===== src/rtl/channel_buffer_if.sv =====
// Channel interface: valid/data flow downstream, ready/latency flow upstream.
interface channel_iface #(
    parameter int DW = 8,
    parameter int LW = 8
);
    logic          valid;
    logic [DW-1:0] data;
    logic          ready;
    logic [LW-1:0] latency;

    // Seen from the buffer: the upstream channel it receives words on
    modport in  (input  valid, input  data, output ready, output latency);
    // Seen from the buffer: the downstream channel it presents words on
    modport out (output valid, output data, input  ready, input  latency);
endinterface


===== src/rtl/channel_buffer.sv =====
// channel_buffer: first-word fall-through FIFO placed in front of each switch
// input so that every ring hop is registered. Also reports upstream the
// expected queueing latency (downstream latency + own occupancy, saturated).
//
// Optional build macro CHANNEL_BUFFER_FULL_BYPASS_EN: a full buffer accepts a
// push in the same cycle as a pop (adds out.ready -> in.ready comb path).
// Default: in.ready depends on registered state only.
module channel_buffer #(
    parameter int DEPTH = 4,
    parameter int CW    = $clog2(DEPTH + 1)
) (
    input  logic          clk,
    input  logic          rst,
    channel_iface.in      in,
    channel_iface.out     out,
    output logic [CW-1:0] occupancy
);
    localparam int DW = $bits(in.data);
    localparam int LW = $bits(in.latency);
    localparam int AW = $clog2(DEPTH);
    localparam int SW = ((LW > CW) ? LW : CW) + 1;

    logic [DW-1:0] mem_q [DEPTH];
    logic [AW-1:0] wr_q, wr_d;
    logic [AW-1:0] rd_q, rd_d;
    logic [CW-1:0] cnt_q, cnt_d;
    logic [LW-1:0] lat_q, lat_d;
    logic [SW-1:0] lat_sum;
    logic          push, pop;
    logic          not_full;

    assign not_full  = (cnt_q != CW'(DEPTH));
`ifdef CHANNEL_BUFFER_FULL_BYPASS_EN
    // Slot freed by a same-cycle pop may be refilled immediately
    assign in.ready  = not_full || out.ready;
`else
    assign in.ready  = not_full;
`endif
    assign out.valid  = (cnt_q != '0);
    assign out.data   = mem_q[rd_q];
    assign in.latency = lat_q;
    assign occupancy  = cnt_q;

    assign push = in.valid && in.ready;
    assign pop  = out.valid && out.ready;

    // Next pointers, occupancy and saturated latency estimate
    always_comb begin
        wr_d  = push ? wr_q + AW'(1) : wr_q;
        rd_d  = pop  ? rd_q + AW'(1) : rd_q;
        cnt_d = cnt_q;
        if (push && !pop)
            cnt_d = cnt_q + CW'(1);
        else if (!push && pop)
            cnt_d = cnt_q - CW'(1);
        // Use post-edge occupancy: this is the queue new traffic will join
        lat_sum = SW'(out.latency) + SW'(cnt_d);
        if (lat_sum > SW'({LW{1'b1}}))
            lat_d = {LW{1'b1}};
        else
            lat_d = lat_sum[LW-1:0];
    end

    // Control state; reset discards queued entries and ignores coincident push/pop
    always_ff @(posedge clk) begin
        if (rst) begin
            wr_q  <= '0;
            rd_q  <= '0;
            cnt_q <= '0;
            lat_q <= '0;
        end else begin
            wr_q  <= wr_d;
            rd_q  <= rd_d;
            cnt_q <= cnt_d;
            lat_q <= lat_d;
        end
    end

    // Storage is not reset; a write never touches the entry being read unless
    // that entry is popped in the same cycle
    always_ff @(posedge clk) begin
        if (push && !rst)
            mem_q[wr_q] <= in.data;
    end
endmodule

===== src/flat_wrapper.sv =====
// flat-port wrapper written by rule: the top's interface ports become plain ports
module channel_buffer_flat 
#(
    parameter int DEPTH = 4,
    parameter int CW    = $clog2(DEPTH + 1)
)
  (clk, rst, occupancy, in_valid, in_data, in_ready, in_latency, out_valid, out_data, out_ready, out_latency);
  channel_iface in_i ();
  channel_iface out_i ();
  input  logic clk;
  input  logic rst;
  output logic [CW-1:0] occupancy;
  input wire logic [$bits(in_i.valid)-1:0] in_valid;
  input wire logic [$bits(in_i.data)-1:0] in_data;
  output wire logic [$bits(in_i.ready)-1:0] in_ready;
  output wire logic [$bits(in_i.latency)-1:0] in_latency;
  output wire logic [$bits(out_i.valid)-1:0] out_valid;
  output wire logic [$bits(out_i.data)-1:0] out_data;
  input wire logic [$bits(out_i.ready)-1:0] out_ready;
  input wire logic [$bits(out_i.latency)-1:0] out_latency;
  assign in_i.valid = in_valid;
  assign in_i.data = in_data;
  assign in_ready = in_i.ready;
  assign in_latency = in_i.latency;
  assign out_valid = out_i.valid;
  assign out_data = out_i.data;
  assign out_i.ready = out_ready;
  assign out_i.latency = out_latency;
  channel_buffer #(.DEPTH(DEPTH), .CW(CW)) u_core (.clk(clk), .rst(rst), .in(in_i), .out(out_i), .occupancy(occupancy));
endmodule

===== config.mk =====
export PLATFORM = sky130hd
export DESIGN_NAME = channel_buffer_flat
export DESIGN_NICKNAME = d
export VERILOG_FILES = /design/src/rtl/channel_buffer_if.sv /design/src/rtl/channel_buffer.sv /design/src/flat_wrapper.sv
export SDC_FILE = /design/constraint.sdc
export NUM_CORES = 1
export LEC_CHECK = 0
export ABC_AREA = 1
export CORE_ASPECT_RATIO = 0.6
export CORE_UTILIZATION = 30
export DETAILED_ROUTE_END_ITERATION = 8
export SYNTH_ARGS = -nofsm -noshare
export SYNTH_HDL_FRONTEND = slang
export SYNTH_SLANG_ARGS = --single-unit

===== constraint.sdc =====
create_clock -name clk -period 2.95 [get_ports clk]
set_input_delay 0.59 -clock clk [delete_from_list [all_inputs] [get_ports clk]]
set_output_delay 0.59 -clock clk [all_outputs]
set_load 0.02 [all_outputs]

Word-level counts from Yosys, hierarchy flattened --
Memories as Yosys holds them, arrays and structs flattened. A register that Yosys moved wholly into a read port is not among the register bits. Cells that the tools add are included.
Cells by class: multiply operators 0, reduce and logical (&&, ||, !) cells 9, $lt $le $gt $ge 1, bitwise operators 0, add/sub/neg operators 5, multiplexer cells 7, shifts and indexed selects 0, divide/modulo/power cells 0, equality and inequality tests 1
Operators with widths (number):
- $add 8x3->9 | 1
- $gt 9x8->1 const B | 1
- $mux 8 | 1
- $mux 3 | 2
- $logic_and 1x1->1 | 5
- $add 2x1->2 const B | 2
- $mux 2 | 2
- $add 3x1->3 const B | 1
- $logic_not 1->1 | 3
- $ne 3x3->1 const B | 1
- $reduce_bool 3->1 | 1
- $sub 3x1->3 const B | 1
- $mux 1 | 2
Storage, ports and cells: memory bits (writable) 32, memories kept 1, word-level logic and storage cells 28, flip-flop bits (word level) 15, memory bits (read-only) 0, latch bits 0, input bits 20
Memory list:
- u_core.mem_q | depth 4, width 8, read ports 1, clocked after memory_dff 1, wr ports 1, RTL line channel_buffer.sv:23 | logic [DW-1:0] mem_q [DEPTH];

Depth between registers and ports, before layout --
Gate-level depths: netlist (run 1).
depth after elaboration 9, gate-level depth with buffers 18, depth with buffers taken out 18

Worst setup path before layout (run 1) --
No wires, ideal clock.
kind reg2reg, start reg u_core.cnt_q[0], in the netlist u_core.occupancy[0], end reg u_core.lat_q[5], in the netlist u_core.in.latency[5], stages on the path, launching flop included 18, slack 214 ps, path buffers 0, period minus slack after synthesis 2736 ps, required time 2894 ps, setup time 56 ps, arrival time 2680 ps, cells stage by stage dfxtp_1 -> inv_1 -> ha_1 -> nand2_1 -> nand2_4 -> inv_2 -> nand2_2 -> nand2_1 -> nand2_1 -> nand2_1 -> ha_1 -> inv_1 -> fa_1 -> o21ai_1 -> nand3_2 -> nand3_1 -> nand2_1 -> inv_1
On the way: longest elaborated chain between the ends 9
Ends and longest elaborated chain:
- from (decl) | RTL line channel_buffer.sv:26 | logic [CW-1:0] cnt_q, cnt_d;
- from (signal assigned) | RTL line channel_buffer.sv:74 | cnt_q <= cnt_d;
- $ne 3x3->1 * | RTL line channel_buffer.sv:32 | assign not_full = (cnt_q != CW'(DEPTH));
- net in_ready | RTL line flat_wrapper.sv:15 | output wire logic [$bits(in_i.ready)-1:0] in_ready;
- $logic_and 1x1->1 * | RTL line channel_buffer.sv:44 | assign push = in.valid && in.ready;
- $logic_not 1->1 | RTL line channel_buffer.sv:54 | else if (!push && pop)
- $logic_and 1x1->1 | RTL line channel_buffer.sv:54
- $mux 3 | RTL line channel_buffer.sv:54
- $mux 3 * | RTL line channel_buffer.sv:52 | if (push && !pop)
- net u_core.cnt_d[0] | RTL line channel_buffer.sv:26
- $add 8x3->9 * | RTL line channel_buffer.sv:57 | lat_sum = SW'(out.latency) + SW'(cnt_d);
- $gt 9x8->1 | RTL line channel_buffer.sv:58 | if (lat_sum > SW'({LW{1'b1}}))
- $mux 8 * | RTL line channel_buffer.sv:58
- to (signal assigned) | RTL line channel_buffer.sv:75 | lat_q <= lat_d;
- to (decl) | RTL line channel_buffer.sv:27 | logic [LW-1:0] lat_q, lat_d;
The timed path passes the listed nets; every way through them passes the cells marked *. A chain may end at the register's enable or synchronous reset.

Final worst setup path (run 1) --
start reg u_core.cnt_q[0], in the netlist u_core.occupancy[0], end reg u_core.lat_q[4], in the netlist u_core.in.latency[4]
On the way: longest elaborated chain between the ends 9
Ends and longest elaborated chain (RTL line):
- branches (longest 5 deep; another with $sub 3x1->3)
- $mux 3 * | channel_buffer.sv:52
- net u_core.cnt_d[0] | channel_buffer.sv:26
- $add 8x3->9 * | channel_buffer.sv:57
- $gt 9x8->1 | channel_buffer.sv:58
- $mux 8 * | channel_buffer.sv:58
Mark *: on every way through the listed nets, which the timed path passes.

==> results, run 1 <==
- In this run the standard cell core region covers 0.00685 mm^2.
- The worst setup path is of the flip-flop to flip-flop kind.
- The total count of hold-check failures in the final report was 0.
- IR analysis of the VDD net gives a maximum drop of 380 uV.
- Of the total synthesized cell area, the portion taken by AND, OR, NAND and NOR gates is 15.6%.
- The total routed wirelength is 4350 um.
- Setup repair after global routing left no endpoint under its margin.
- From left edge to right edge, the die measures 112 um.
- The checks that failed: DRC.
- The cell count after synthesis is 216.
- The max-slew violation count is 0.
- The synthesized netlist devotes 10.7% of its cell area to compound gates.
- Together, buffers and inverters on the worst path number 4.
- The overall overflow remaining after global route is 0.
- By instance count, the cell type seen most on the critical path is sky130_fd_sc_hd__nand2_1.
- Cells fill 42.0% of the core in the end.
- Measured against the total synthesized area, the mux share comes to 0%.
- The TritonCTS clock tree is built.
- The total global routing track utilization is 12.4%.
- Counting distinct cell types in the post-synthesis netlist gives 24.
- The number of global-route vias before repair is 1430.
- For this design the static power due to leakage is 1.16 nW.
- The top-level port count is 41.
- The die is 68.0 um tall.
- The total DRC errors in the routed layout is 3.
- For this configuration, the core starts out at a cell density of 31.8%.
- On the worst path, the slowest cell contributes a delay of 0.42 ns.
- The first-pass GRT wire length is 6970 um.
- The number of maximum-capacitance constraint violations is 0.
- The global routing met1 resource utilization is 17.5%.
- The largest family of logic cells by synthesized area is simple AND/OR/NAND/NOR gates.
- At the end of routability-driven placement, the weighted congestion stood at 0.759.
- The part of the total power dissipated in sequential elements is 35.9%.
- The quantity of gates resized following cts is 0.
- Counting the buffers created by CTS gives 5.
- The TritonCTS sink count is 49.
- The sequential element share of the synthesized area is 59.8%.
- The share of the clock period used by the worst path after layout is 88.9%.
- The residual antenna-violating net count after detailed routing is 0.
- The internal cell power is 0.00156 W.
- Summing the areas of all xor and xnor instances in the mapped netlist gives 1.61% of the synthesized area.
- The number of non-filler instances in the completed layout is 356.
- The kind of cell with the highest combined delay on the critical path is adder cells.
- Global routing used 17.5% of the available met2 tracks.
- In this run the cell area of the synthesized design comes to 0.00218 mm^2.
- The signal on the critical path passes through inv_1 > ha_1 > nand2_1 > nand2_4 > inv_2 > nand2_2 > nand2_1 > nand2_1 > nand2_1 > ha_1 > inv_1 > fa_1 > o21ai_1 > buf_4 > nand2_1 > nand2_1 > nand2_1 > a21oi_1.
- The final worst clock skew is 0.00456 ns.
- The worst relative slew slack is 66.9%.
- The total nets after synthesis is 247.
- At the pin with the least slew margin, the transition time is 0.496 ns.
- The switching power is 0.000862 W.
- The synthesized-area fraction occupied by adder cells is 6.67%.
- The total of hold buffers inserted after clock tree synthesis is 0.
- STA classifies the critical path endpoint as a flip-flop.
- For this run, the post-layout net count is 299.
- The root buffer cell chosen for the clock tree is sky130_fd_sc_hd__clkbuf_16.
- The first detailed-routing pass ran for 6 iterations.
- For this design the ratio of total power to cell area is 843 mW/mm^2.
- In the final timing run, aggregate negative setup slack is 0 ns.
- Subtracting the final worst setup slack from the clock period gives 2.62 ns.
- Using the TritonRoute via totals, the vias-per-cell ratio works out to 4.38.
- met2 is the most crowded layer.
- The run finished, with violations left.
- The achievable clock frequency is 381 MHz.
- The CTS H-tree depth is 2.
- The relative area change from synthesis to final layout is 32.3%.
- After synthesis the netlist holds a flip-flop and latch count of 49.
- The HPWL after detailed placement is 3180 um.
- The clock network is responsible for 23.0% of the overall power.
- The clock latency on the worst-skew pair is 0.28 ns.
- The floorplan die area is 0.00761 mm^2.
- After the first detailed-routing iteration, the DRC count stood at 62.
- The maximum number of pins on one net before global-route repair is 17.
- The total setup violations reported at the end of the flow is 0.
- The clock-pin slew on the worst setup and hold paths is 0.07 ns.
- STA classifies the critical path startpoint as a flip-flop.
- The number of antenna violations at the first check in global routing is 0.
- The maximum fanout along the worst path is 7.
- Dividing the detail-routed wire length by the instance count gives 12.2 um.
- The routed layout has 1561 vias.
- The count of inserted antenna diode cells is 0.
- For this run, global-route usage on met3 was measured as 3.90%.
- Net switching is 35.6% of the power.
- STA puts the critical path data arrival time at 2.84 ns.
- The maximum buffer depth of the clock tree is 2.
- The slowest cell on the critical path is sky130_fd_sc_hd__fa_1.
- During synthesis, Yosys emitted a total of 0 warnings.
- In this run the mean area of a mapped cell was 10.1 um^2.
- The share of final-layout standard cells stronger than drive strength 1 is 10.0%.
- The count of buffers added on input and output ports is 40.
- In this run the worst hold path is classified as flip-flop to flip-flop.
- The floorplan row count is 23.
- Buffers added to address setup during post-CTS repair amount to 0.
- The part of the power in combinational logic is 41.1%.
- Summing internal, switching and leakage power gives 0.00242 W.
- The number of placed instances, taps included is 348.
- The critical path required time is 3.16 ns.
-- cell families after synthesis --
| group | count (synthesis) |
|---|---|
| AND/OR/NAND/NOR | 77 |
| buffers and inverters | 32 |
| XOR/XNOR | 4 |
| flip-flops | 49 |
| AO/OA/AOI/OAI | 43 |
| adder cells (fa/ha/maj) | 11 |
-- cell usage in the layout (no fill, tap or decap) --
| cell type | Yosys | layout |
|---|---|---|
| sky130_fd_sc_hd__o21ai_0 | 20 | 20 |
| sky130_fd_sc_hd__inv_1 | 27 | 27 |
| sky130_fd_sc_hd__nand3_1 | 6 | 6 |
| sky130_fd_sc_hd__o21ai_1 | 1 | 1 |
| sky130_fd_sc_hd__nand2_1 | 34 | 34 |
| sky130_fd_sc_hd__ha_1 | 10 | 10 |
| sky130_fd_sc_hd__a21oi_1 | 12 | 12 |
| sky130_fd_sc_hd__xor2_1 | 3 | 3 |
| sky130_fd_sc_hd__edfxtp_1 | 32 | 32 |
| sky130_fd_sc_hd__o22ai_1 | 8 | 8 |
| sky130_fd_sc_hd__nand4_1 | 2 | 2 |
| sky130_fd_sc_hd__clkinv_2 | 0 | 1 |
| sky130_fd_sc_hd__clkinvlp_4 | 0 | 1 |
| sky130_fd_sc_hd__nand3_2 | 3 | 3 |
| sky130_fd_sc_hd__inv_6 | 0 | 1 |
| sky130_fd_sc_hd__xnor2_1 | 1 | 1 |
| sky130_fd_sc_hd__clkdlybuf4s50_1 | 0 | 40 |
| sky130_fd_sc_hd__nand2_2 | 3 | 3 |
| sky130_fd_sc_hd__nand2_4 | 1 | 1 |
| sky130_fd_sc_hd__buf_4 | 0 | 8 |
| sky130_fd_sc_hd__inv_2 | 2 | 2 |
| sky130_fd_sc_hd__nand3b_1 | 1 | 1 |
| sky130_fd_sc_hd__nor2_1 | 27 | 27 |
| sky130_fd_sc_hd__fa_1 | 1 | 1 |
| sky130_fd_sc_hd__dfxtp_1 | 17 | 17 |
| sky130_fd_sc_hd__a21oi_2 | 1 | 1 |
| sky130_fd_sc_hd__clkbuf_16 | 0 | 5 |
| sky130_fd_sc_hd__o21ai_2 | 1 | 1 |
-- through the flow --
step	hold WS [ns]	instance area [um^2]	worst slack (ns)
2_1_floorplan	0.444	2180	0.214
3_3_place_gp	0.452	2730	0.114
3_5_place_dp	0.469	2730	0.0975
4_1_cts	0.477	2880	0.300
5_1_grt	0.515	2880	0.0157
6_report	0.474	2880	0.327
-- power groups by stage --
stage                     combinational [W]  clock, W  sequential [W]
after detailed placement            0.00100         0        0.000886
final                              0.000996  0.000558        0.000871
after floorplan                    0.000559         0        0.000937
after global routing                0.00111  0.000606        0.000880
after CTS                           0.00101  0.000582        0.000872
after global placement             0.000997         0        0.000884
-- layout make-up --
class | instances | area, um^2
Clock buffer | 5 | 125
Tap cell | 87 | 109
Fill cell | 679 | 3970
Clock inverter | 3 | 21.3
Sequential cell | 49 | 1300
Timing Repair Buffer | 48 | 460
Inverter | 29 | 109
Multi-Input combinational cell | 135 | 752
-- registers in the layout, indices dropped and copies added (netlist names), named ones only --
name	flops
u_core.mem_q	32
u_core.rd_q	2
u_core.wr_q	2
u_core.in.latency	8
u_core.occupancy	3
-- Yosys cell counts (all sizes together) --
cell	instances	area, um^2
nand2	38	158
edfxtp	32	961
inv	29	109
nor2	27	101
o21ai	22	114
dfxtp	17	340
a21oi	13	68.8
ha	10	125
nand3	9	60.1
o22ai	8	50.1
xor2	3	26.3
buf	2	10.0
nand4	2	12.5
clkbuf	1	3.75
fa	1	20.0
nand3b	1	7.51
xnor2	1	8.76
-- layer usage --
metal | wire, um | up-vias
met5 | 0 | -
met4 | 56 | 0
met3 | 186 | 4
met2 | 1730 | 23
met1 | 2380 | 703
li1 | - | 831
-- path summary, 6_finish.rpt --
path	from	end	slack, ns	depth (start not counted)
hold / removal	u_core.rd_q[0]	u_core.rd_q[0]	0.47	1
setup / recovery	u_core.occupancy[0]	u_core.in.latency[4]	0.33	18
hold reg to reg	u_core.rd_q[0]	u_core.rd_q[0]	0.47	1
setup reg to reg	u_core.occupancy[0]	u_core.in.latency[4]	0.33	18
Power figures use the tool's default switching activity.
==> run 2, diff against run 1 <==
--- a/config.mk
+++ b/config.mk
@@ -9,6 +9,7 @@
 export CORE_ASPECT_RATIO = 0.6
 export CORE_UTILIZATION = 30
 export DETAILED_ROUTE_END_ITERATION = 8
+export HOLD_SLACK_MARGIN = 0.15
 export SYNTH_ARGS = -nofsm -noshare
 export SYNTH_HDL_FRONTEND = slang
 export SYNTH_SLANG_ARGS = --single-unit
==> results of run 2 <==
Final layout, timing and power as in run 1 (identical DEF).
